**config.mk**
```make
export PLATFORM = sky130hd
export DESIGN_NAME = bram_pixel_reader
export DESIGN_NICKNAME = d
export VERILOG_FILES = /design/src/rtl/bram_pixel_reader.sv
export SDC_FILE = /design/constraint.sdc
export NUM_CORES = 1
export LEC_CHECK = 0
export ABC_AREA = 1
export BUFFER_PORTS_ARGS = -buffer_cell sky130_fd_sc_hd__buf_4
export CAP_MARGIN = 20
export CORE_MARGIN = 5
export CORE_UTILIZATION = 60
export DETAILED_ROUTE_END_ITERATION = 10
export PLACE_DENSITY_LB_ADDON = 0.3
export SLEW_MARGIN = 20
export SYNTH_ARGS = -nofsm -noshare
export SYNTH_HDL_FRONTEND = slang
export SYNTH_SLANG_ARGS = --single-unit
```
**constraint.sdc**
```tcl
create_clock -name clk_100mhz -period 15.2 [get_ports clk_100mhz]
set_clock_uncertainty 0.2 [all_clocks]
set_input_delay 2.28 -clock clk_100mhz [delete_from_list [all_inputs] [get_ports clk_100mhz]]
set_output_delay 2.28 -clock clk_100mhz [all_outputs]
set_load 0.005 [all_outputs]
```
**src/rtl/bram_pixel_reader.sv**
```systemverilog
// bram_pixel_reader: streams a BRAM-held RGB444 frame as raster greyscale pixels.
// Build option READER_LOOP_EN: after the last read, restart the frame without a new start.
module bram_pixel_reader #(
  parameter int WIDTH        = 128,
  parameter int HEIGHT       = 128,
  parameter int BIT_DEPTH    = 12,
  parameter int READ_LATENCY = 2,
  parameter int FIFO_DEPTH   = 4
) (
  input  logic                            clk_100mhz,
  input  logic                            sys_rst,
  input  logic                            start,
  output logic                            busy,
  output logic                            done,
  output logic [$clog2(WIDTH*HEIGHT)-1:0] rd_addr,
  output logic                            rd_en,
  input  logic [BIT_DEPTH-1:0]            rd_data,
  output logic [7:0]                      pixel_out,
  output logic [$clog2(WIDTH)-1:0]        pixel_x,
  output logic [$clog2(HEIGHT)-1:0]       pixel_y,
  output logic                            pixel_last,
  output logic                            pixel_valid,
  input  logic                            pixel_ready
);
  localparam int AW = $clog2(WIDTH*HEIGHT);
  localparam int XW = $clog2(WIDTH);
  localparam int YW = $clog2(HEIGHT);
  localparam int PW = (FIFO_DEPTH > 1) ? $clog2(FIFO_DEPTH) : 1;
  localparam int CW = $clog2(FIFO_DEPTH + 1);

  typedef enum logic [1:0] {
    S_IDLE,
    S_READ,
    S_DRAIN,
    S_DONE
  } state_t;

  state_t r_state;
  state_t w_next;

  logic [AW-1:0] r_addr;
  logic [XW-1:0] r_x;
  logic [YW-1:0] r_y;

  logic [READ_LATENCY-1:0] r_vld;
  logic [READ_LATENCY-1:0] r_pl;
  logic [XW-1:0]           r_px [READ_LATENCY];
  logic [YW-1:0]           r_py [READ_LATENCY];

  logic [7:0]    r_fpix [FIFO_DEPTH];
  logic [XW-1:0] r_fx   [FIFO_DEPTH];
  logic [YW-1:0] r_fy   [FIFO_DEPTH];
  logic          r_fl   [FIFO_DEPTH];
  logic [PW-1:0] r_wptr;
  logic [PW-1:0] r_rptr;
  logic [CW-1:0] r_count;
  logic          r_done;

  logic [CW-1:0] w_inflight;
  logic [CW:0]   w_used;
  logic          w_credit;
  logic          w_rd_en;
  logic          w_last_addr;
  logic          w_push;
  logic          w_pop;
  logic [3:0]    w_r;
  logic [3:0]    w_g;
  logic [3:0]    w_b;
  logic [7:0]    w_grey;

  function automatic logic [PW-1:0] ptr_inc(input logic [PW-1:0] p);
    return (p == PW'(FIFO_DEPTH - 1)) ? '0 : p + PW'(1);
  endfunction

  // count words still travelling through the BRAM read pipeline
  always_comb begin
    w_inflight = '0;
    for (int i = 0; i < READ_LATENCY; i++) begin
      w_inflight = w_inflight + CW'(r_vld[i]);
    end
  end

  assign w_used      = {1'b0, r_count} + {1'b0, w_inflight};
  assign w_credit    = w_used < (CW+1)'(FIFO_DEPTH);
  assign w_rd_en     = (r_state == S_READ) && w_credit;
  assign w_last_addr = (r_x == XW'(WIDTH - 1)) && (r_y == YW'(HEIGHT - 1));
  assign w_push      = r_vld[READ_LATENCY-1];
  assign w_pop       = pixel_valid && pixel_ready;

  assign w_r    = rd_data[11:8];
  assign w_g    = rd_data[7:4];
  assign w_b    = rd_data[3:0];
  assign w_grey = ({4'd0, w_r} * 8'd5)
                + ({4'd0, w_g} * 8'd9)
                + ({4'd0, w_b} * 8'd2);

  assign rd_en       = w_rd_en;
  assign rd_addr     = r_addr;
  assign busy        = (r_state == S_READ) || (r_state == S_DRAIN);
  assign done        = r_done;
  assign pixel_valid = (r_count != '0);
  assign pixel_out   = r_fpix[r_rptr];
  assign pixel_x     = r_fx[r_rptr];
  assign pixel_y     = r_fy[r_rptr];
  assign pixel_last  = r_fl[r_rptr];

  // state register
  always_ff @(posedge clk_100mhz or posedge sys_rst) begin
    if (sys_rst) r_state <= S_IDLE;
    else         r_state <= w_next;
  end

  // next-state: read until the last address, drain, pulse done
  always_comb begin
    w_next = r_state;
    unique case (r_state)
      S_IDLE:  if (start) w_next = S_READ;
      S_READ: begin
`ifdef READER_LOOP_EN
        w_next = S_READ;
`else
        if (w_rd_en && w_last_addr) w_next = S_DRAIN;
`endif
      end
      S_DRAIN: if (w_pop && pixel_last) w_next = S_DONE;
      S_DONE:  w_next = S_IDLE;
      default: w_next = S_IDLE;
    endcase
  end

  // raster address counter; wraps to 0 after the last read
  always_ff @(posedge clk_100mhz or posedge sys_rst) begin
    if (sys_rst) begin
      r_addr <= '0;
      r_x    <= '0;
      r_y    <= '0;
    end else if (w_rd_en) begin
      if (w_last_addr) begin
        r_addr <= '0;
        r_x    <= '0;
        r_y    <= '0;
      end else if (r_x == XW'(WIDTH - 1)) begin
        r_addr <= r_addr + AW'(1);
        r_x    <= '0;
        r_y    <= r_y + YW'(1);
      end else begin
        r_addr <= r_addr + AW'(1);
        r_x    <= r_x + XW'(1);
      end
    end
  end

  // read-valid and coordinate tags matched to the BRAM latency
  always_ff @(posedge clk_100mhz or posedge sys_rst) begin
    if (sys_rst) begin
      r_vld <= '0;
      r_pl  <= '0;
      for (int i = 0; i < READ_LATENCY; i++) begin
        r_px[i] <= '0;
        r_py[i] <= '0;
      end
    end else begin
      r_vld[0] <= w_rd_en;
      r_pl[0]  <= w_last_addr;
      r_px[0]  <= r_x;
      r_py[0]  <= r_y;
      for (int i = 1; i < READ_LATENCY; i++) begin
        r_vld[i] <= r_vld[i-1];
        r_pl[i]  <= r_pl[i-1];
        r_px[i]  <= r_px[i-1];
        r_py[i]  <= r_py[i-1];
      end
    end
  end

  // output FIFO; returned words are converted to grey on entry
  always_ff @(posedge clk_100mhz or posedge sys_rst) begin
    if (sys_rst) begin
      r_wptr  <= '0;
      r_rptr  <= '0;
      r_count <= '0;
      for (int i = 0; i < FIFO_DEPTH; i++) begin
        r_fpix[i] <= '0;
        r_fx[i]   <= '0;
        r_fy[i]   <= '0;
        r_fl[i]   <= 1'b0;
      end
    end else begin
      if (w_push) begin
        r_fpix[r_wptr] <= w_grey;
        r_fx[r_wptr]   <= r_px[READ_LATENCY-1];
        r_fy[r_wptr]   <= r_py[READ_LATENCY-1];
        r_fl[r_wptr]   <= r_pl[READ_LATENCY-1];
        r_wptr         <= ptr_inc(r_wptr);
      end
      if (w_pop) r_rptr <= ptr_inc(r_rptr);
      case ({w_push, w_pop})
        2'b10:   r_count <= r_count + CW'(1);
        2'b01:   r_count <= r_count - CW'(1);
        default: r_count <= r_count;
      endcase
    end
  end

  // done pulses the cycle after the final pixel handshake
  always_ff @(posedge clk_100mhz or posedge sys_rst) begin
    if (sys_rst) r_done <= 1'b0;
    else         r_done <= w_pop && pixel_last;
  end

endmodule

```
Word level (Yosys, flattened, before mapping). Index checks and enable logic that the tools add are counted.

$mul: 2. Reduce and logical (&&, ||, !) cells: 13. Eq/ne operators: 12. Add/subtract/negate cells: 11. Bitwise gates (word level): 2. Order comparisons: 4. Mux-type cells: 34.

Operator list (number): $mux W7 (9); $bwmux W28 (2); $bwmux W32 (1); $bmux W7 S2 (2); $mux W8 (3); $bmux W8 S2 (1); $demux W8 S2 (1); $add A14 B1 Y14 const B (1); $add A7 B1 Y7 const B (2); $demux W7 S2 (1); $eq A7 B7 Y1 const B (2); $mux W14 (1); $eq A2 B2 Y1 const B (5); $mux W2 (5); $add A7 B8 Y8 (1); $add A8 B5 Y8 (1); $mul A4 B4 Y8 const B (1); $pmux W2 S4 (1); $mul A4 B3 Y7 const B (1); $ge A3 B3 Y1 const B (2); $logic_and A1 B1 Y1 (6); $not A2 Y3 (2); $pmux W3 S2 (1); $add A2 B1 Y2 const B (2); other kinds (19) (24).

Output and inout port bits: 41. Register bits after elaboration: 162. Input port bits: 16.

Logic depth before layout (Yosys ltp).
Depth after elaboration: 7. Mapped depth: 16. Gate-level depth less buffers: 16.

Worst setup path after synthesis. Ideal clock, no wire load.

Path kind: in2reg. Start point: input rd_data[6]. End point: register r_fpix[6] (netlist name). Required time: 14868 ps. Stages: 13. Setup time: 132 ps. Setup slack: 10096 ps. Buffers on the path: 0. Data arrival time: 4772 ps. Cells stage by stage: ha_1 inv_1 fa_1 inv_1 ha_1 inv_1 fa_1 inv_1 fa_1 a21oi_1 o21bai_1 xnor2_1 o21ai_0.

Cells in the longest elaborated chain, start to end: 4.

RTL lines: start, declared (line 17) `input logic [BIT_DEPTH-1:0] rd_data,`; $mul A4 B4 Y8 (line 94) `+ ({4'd0, w_g} * 8'd9)`; $add A7 B8 Y8 (line 94); $add A8 B5 Y8 (line 95) `+ ({4'd0, w_b} * 8'd2);`; $bwmux W32 (line 190) `r_fpix[r_wptr] <= w_grey;`; end signal, assigned by index (line 190); end, declared (line 50) `logic [7:0] r_fpix [FIFO_DEPTH];`.

Every way passes these cells. A chain may end at the register's enable or synchronous reset.

Worst setup path after layout.
Start point: register r_rptr[1]. End point: output pixel_x[3].

Cells in the longest elaborated chain, start to end: 4.

RTL lines: start, declared (line 55) `logic [PW-1:0] r_rptr;`; start signal, assigned (line 196) `if (w_pop) r_rptr <= ptr_inc(r_rptr);`; $not A2 Y3 (implied by the code) (line 103) `assign pixel_x = r_fx[r_rptr];`; $bmux W7 S2 (line 103); $mux W7 (implied by the code) (2 in series) (line 103); end, declared (line 19) `output logic [$clog2(WIDTH)-1:0] pixel_x,`.

Every way passes these cells. The select of a mux whose other input is x is not followed.

==> summary.md <==
| Metric | Value |
|---|---|
| First-pass GRT wire length | 27800 um |
| Starting Density | 60.3% |
| Remaining DRCs | 0 |
| Share of cells above drive strength 1 | 12.4% |
| Period utilization | 33.8% |
| CTS buffer count | 17 |
| Reg2reg end | r_state[1]$_DFFE_PP0P_ |
| Post-Syn Area | 7520 sq um |
| Hold Vio Cnt, Final | 0 |
| GRT met1 Usage | 29.6% |
| Longest Clk Path Bufs | 2 |
| Reg2Reg Setup Slack | 12.40 ns |
| Layout Nets | 939 |
| Slowest CP cell | dfrtp_1 |
| Reg area | 4050 sq um |
| CP Capture Type | output port |
| Critical path class | reg2out |
| Area of the multi-input gates | 2980 sq um |
| Row count | 41 |
| VDD IR max | 0.000113 V |
| Die Wd | 122 um |
| N_diodes | 0 |
| Critical Path RT | 12.72 ns |
| Final wirelength | 16100 um |
| Fill count | 952 |
| Synth-to-Final Area Change | 14.6% |
| Clock Latency Late Sink | 0.42 ns |
| Clk root buf | clkbuf_16 |
| MaxCap Viol Count | 0 |
| Family with the most delay on the worst path | flip-flops |
| Synth warn | 0 |
| Status | complete, no violations |
| Sequential Power Share | 40.1% |
| Max-Slew Margin vs Limit | 37.3% |
| Int Power | 972 uW |
| CTS tree | done |
| Global Route met3 Usage | 5.29% |
| WP data arrival | 2.66 ns |
| Die H | 122 um |
| Initial DRC Count | 481 |
| Crit path from | r_rptr[1]$_DFFE_PP0P_ |
| DP Worst Slack | 9.74 ns |
| Period minus WS final | 5.14 ns |
| Vias per cell | 5.49 |
| Crit path cell chain | inv_1 > o21ai_0 > o22ai_1 > buf_4 |
| P per Cell Area | 176 nW/um^2 |
| Logic pwr share | 34.3% |
| Drt first pass iters | 5 |
| Die area | 14900 sq um |
| Fin cells | 1067 |
| Vias in the first global route | 5990 |
| CP Max Fanout | 25 |
| HPWL Detailed | 10400 um |
| FF-to-FF Start | r_rptr[1]$_DFFE_PP0P_ |
| Initial antenna violation count | 0 |
| Post-CTS setup buffers | 0 |
| GR peak layer | met2 |
| Final Util | 69.2% |
| Port buffer count | 56 |
| Via count | 5859 |
| Worst R2R Path Depth | 7 |
| Crit start category | flop |
| Largest net degree at the start of global routing | 84 |
| Mapped Nets | 893 |
| Core area | 12500 sq um |
| Post-DR wirelength/cell | 15.1 um |
| Post-route ant nets | 0 |
| Hold Path Class | reg2reg |
| Final setup margin | 10.06 ns |
| RSZ-0062 raised after global routing | false |
| Final setup viols | 0 |
| Peak Freq | 0.194 GHz |
| Placed Cells | 1034 |
| Cts-stage hold buffer count | 0 |
| Placer Congestion | 0.823 |
| Sum of negative setup slack | 0 ns |
| Io pins | 57 |
| CP endpoint | pixel_x[3] |
| Tot GR Track Use | 23.7% |
| Max incr delay on CP | 0.96 ns |
| Synth cell types | 32 |
| Total global routing overflow | 0 |
| Sequential fraction of the synthesis area | 53.9% |
| Worst-margin pin slew | 0.941 ns |
| Number of cells on the critical path | 4 |
| Clk sink count | 162 |
| Syn Inst Count | 836 |
| Avg Synthesized Cell Area | 9.00 sq um |
| Cell leakage power | 4.24 nW |
| Grt met2 use | 40.0% |
| Clock Power Share | 25.5% |
| Buf/Inv on CP | 2 |
| Yosys reg bits | 162 |
| Post-cts resize count | 0 |
| CTS H-tree depth | 4 |
| Psw | 548 uW |
| Sw Ratio | 36.0% |
| Clock-pin slew on the worst setup and hold paths | 0.06 ns |
| Final Max Slew Viols | 0 |
-- power groups by stage --
stage	Clock [mW]	Combinational [mW]	Sequential (mW)
6_report	0.388	0.522	0.610
3_5_place_dp	0	0.525	0.615
3_3_place_gp	0	0.499	0.607
4_1_cts	0.394	0.531	0.609
2_1_floorplan	0	0.346	0.586
5_1_grt	0.414	0.594	0.623
-- state kept, by name, summed over array words and instances, names as in the netlist --
signal and flops:
r_fl 4, r_state 2, r_py 14, r_pl 2, r_count 3, r_px 14
r_y 7, rd_addr 14, done 1, r_fy 28, r_x 7, r_fx 28
r_fpix 32, r_wptr 2, r_vld 2, r_rptr 2
-- cells in the final DEF, fill, tap and decap left out, types with 2 or more instances in the layout --
cell type	n
dfrtp_1	162
nand4_1	13
nand2_1	181
xnor2_1	6
clkbuf_1	2
clkinv_2	5
clkbuf_16	17
nand2_2	3
a21oi_2	2
nor3_2	2
nor2_1	67
nor2_4	2
xor2_1	7
or2_2	2
nand3_1	34
nor3_1	4
clkinvlp_4	3
o21ai_0	146
clkbuf_8	4
buf_4	62
fa_1	9
ha_1	32
inv_2	2
inv_1	86
o22ai_1	22
a21oi_1	9
-- worst min-delay path by stage --
stage | start | end | cells past startpoint | slack, ns
after floorplan | r_pl[0]$_DFF_PP0_ | r_pl[1]$_DFF_PP0_ | 0 | 0.13
after CTS | r_pl[0]$_DFF_PP0_ | r_pl[1]$_DFF_PP0_ | 0 | 0.15
after detailed placement | r_pl[0]$_DFF_PP0_ | r_pl[1]$_DFF_PP0_ | 0 | 0.14
after global placement | r_px[11]$_DFF_PP0_ | r_px[4]$_DFF_PP0_ | 0 | 0.13
after global routing | r_py[12]$_DFF_PP0_ | r_py[5]$_DFF_PP0_ | 0 | 0.15
final | r_py[12]$_DFF_PP0_ | r_py[5]$_DFF_PP0_ | 0 | 0.15
-- metal layers --
layer	vias to the layer above	wire [um]
li1	2811	-
met1	2857	6740
met2	154	8190
met3	37	771
met4	0	401
met5	-	0
-- final cells by class --
cell class	instances	area share (%)
clock buffer	23	5.66
inverter	89	3.93
clock inverter	9	0.653
tap	172	2.50
sequential	162	47.0
multi-input combinational	549	34.5
timing repair buffer	63	5.72
-- cell usage after synthesis --
cell type	count	share of area, %
nand2_1	182	9.1
dfrtp_1	162	54
o21ai_0	146	9.7
inv_1	87	4.3
nor2_1	67	3.3
nand3_1	34	2.3
ha_1	32	5.3
clkbuf_1	28	1.4
o22ai_1	22	1.8
nand4_1	13	1.1
a21oi_1	9	0.60
fa_1	9	2.4
xor2_1	7	0.82
xnor2_1	6	0.70
buf_2	4	0.27
nor3_1	4	0.27
buf_4	3	0.30
a21oi_2	2	0.23
inv_2	2	0.10
nand2_2	2	0.17
nor2_4	2	0.30
nor3_2	2	0.27
or2_2	2	0.17
a31oi_1	1	0.083
buf_6	1	0.15
nand2_4	1	0.15
nand3_2	1	0.13
o21ai_1	1	0.066
o21bai_1	1	0.10
o21bai_2	1	0.15
o31ai_1	1	0.10
xnor2_2	1	0.22
-- stage by stage --
step	hold slack, ns	power [mW]	area (sq um)
after floorplan	0.131	0.932	7520
after global placement	0.132	1.11	8050
after detailed placement	0.136	1.14	8050
after CTS	0.149	1.53	8590
after global routing	0.155	1.63	8620
final	0.147	1.52	8620
-- cell families (layout without fill, tap and decap cells) --
logic type	Yosys count	count (layout)	share of synthesized area [%]
xor+xnor	14	14	1.73
flops	162	162	53.9
simple gates	310	310	17.2
compound gates	184	184	12.9
fa+ha+maj	41	41	7.72
buf+inv	125	184	6.55
(Power assumes the default switching activity.)
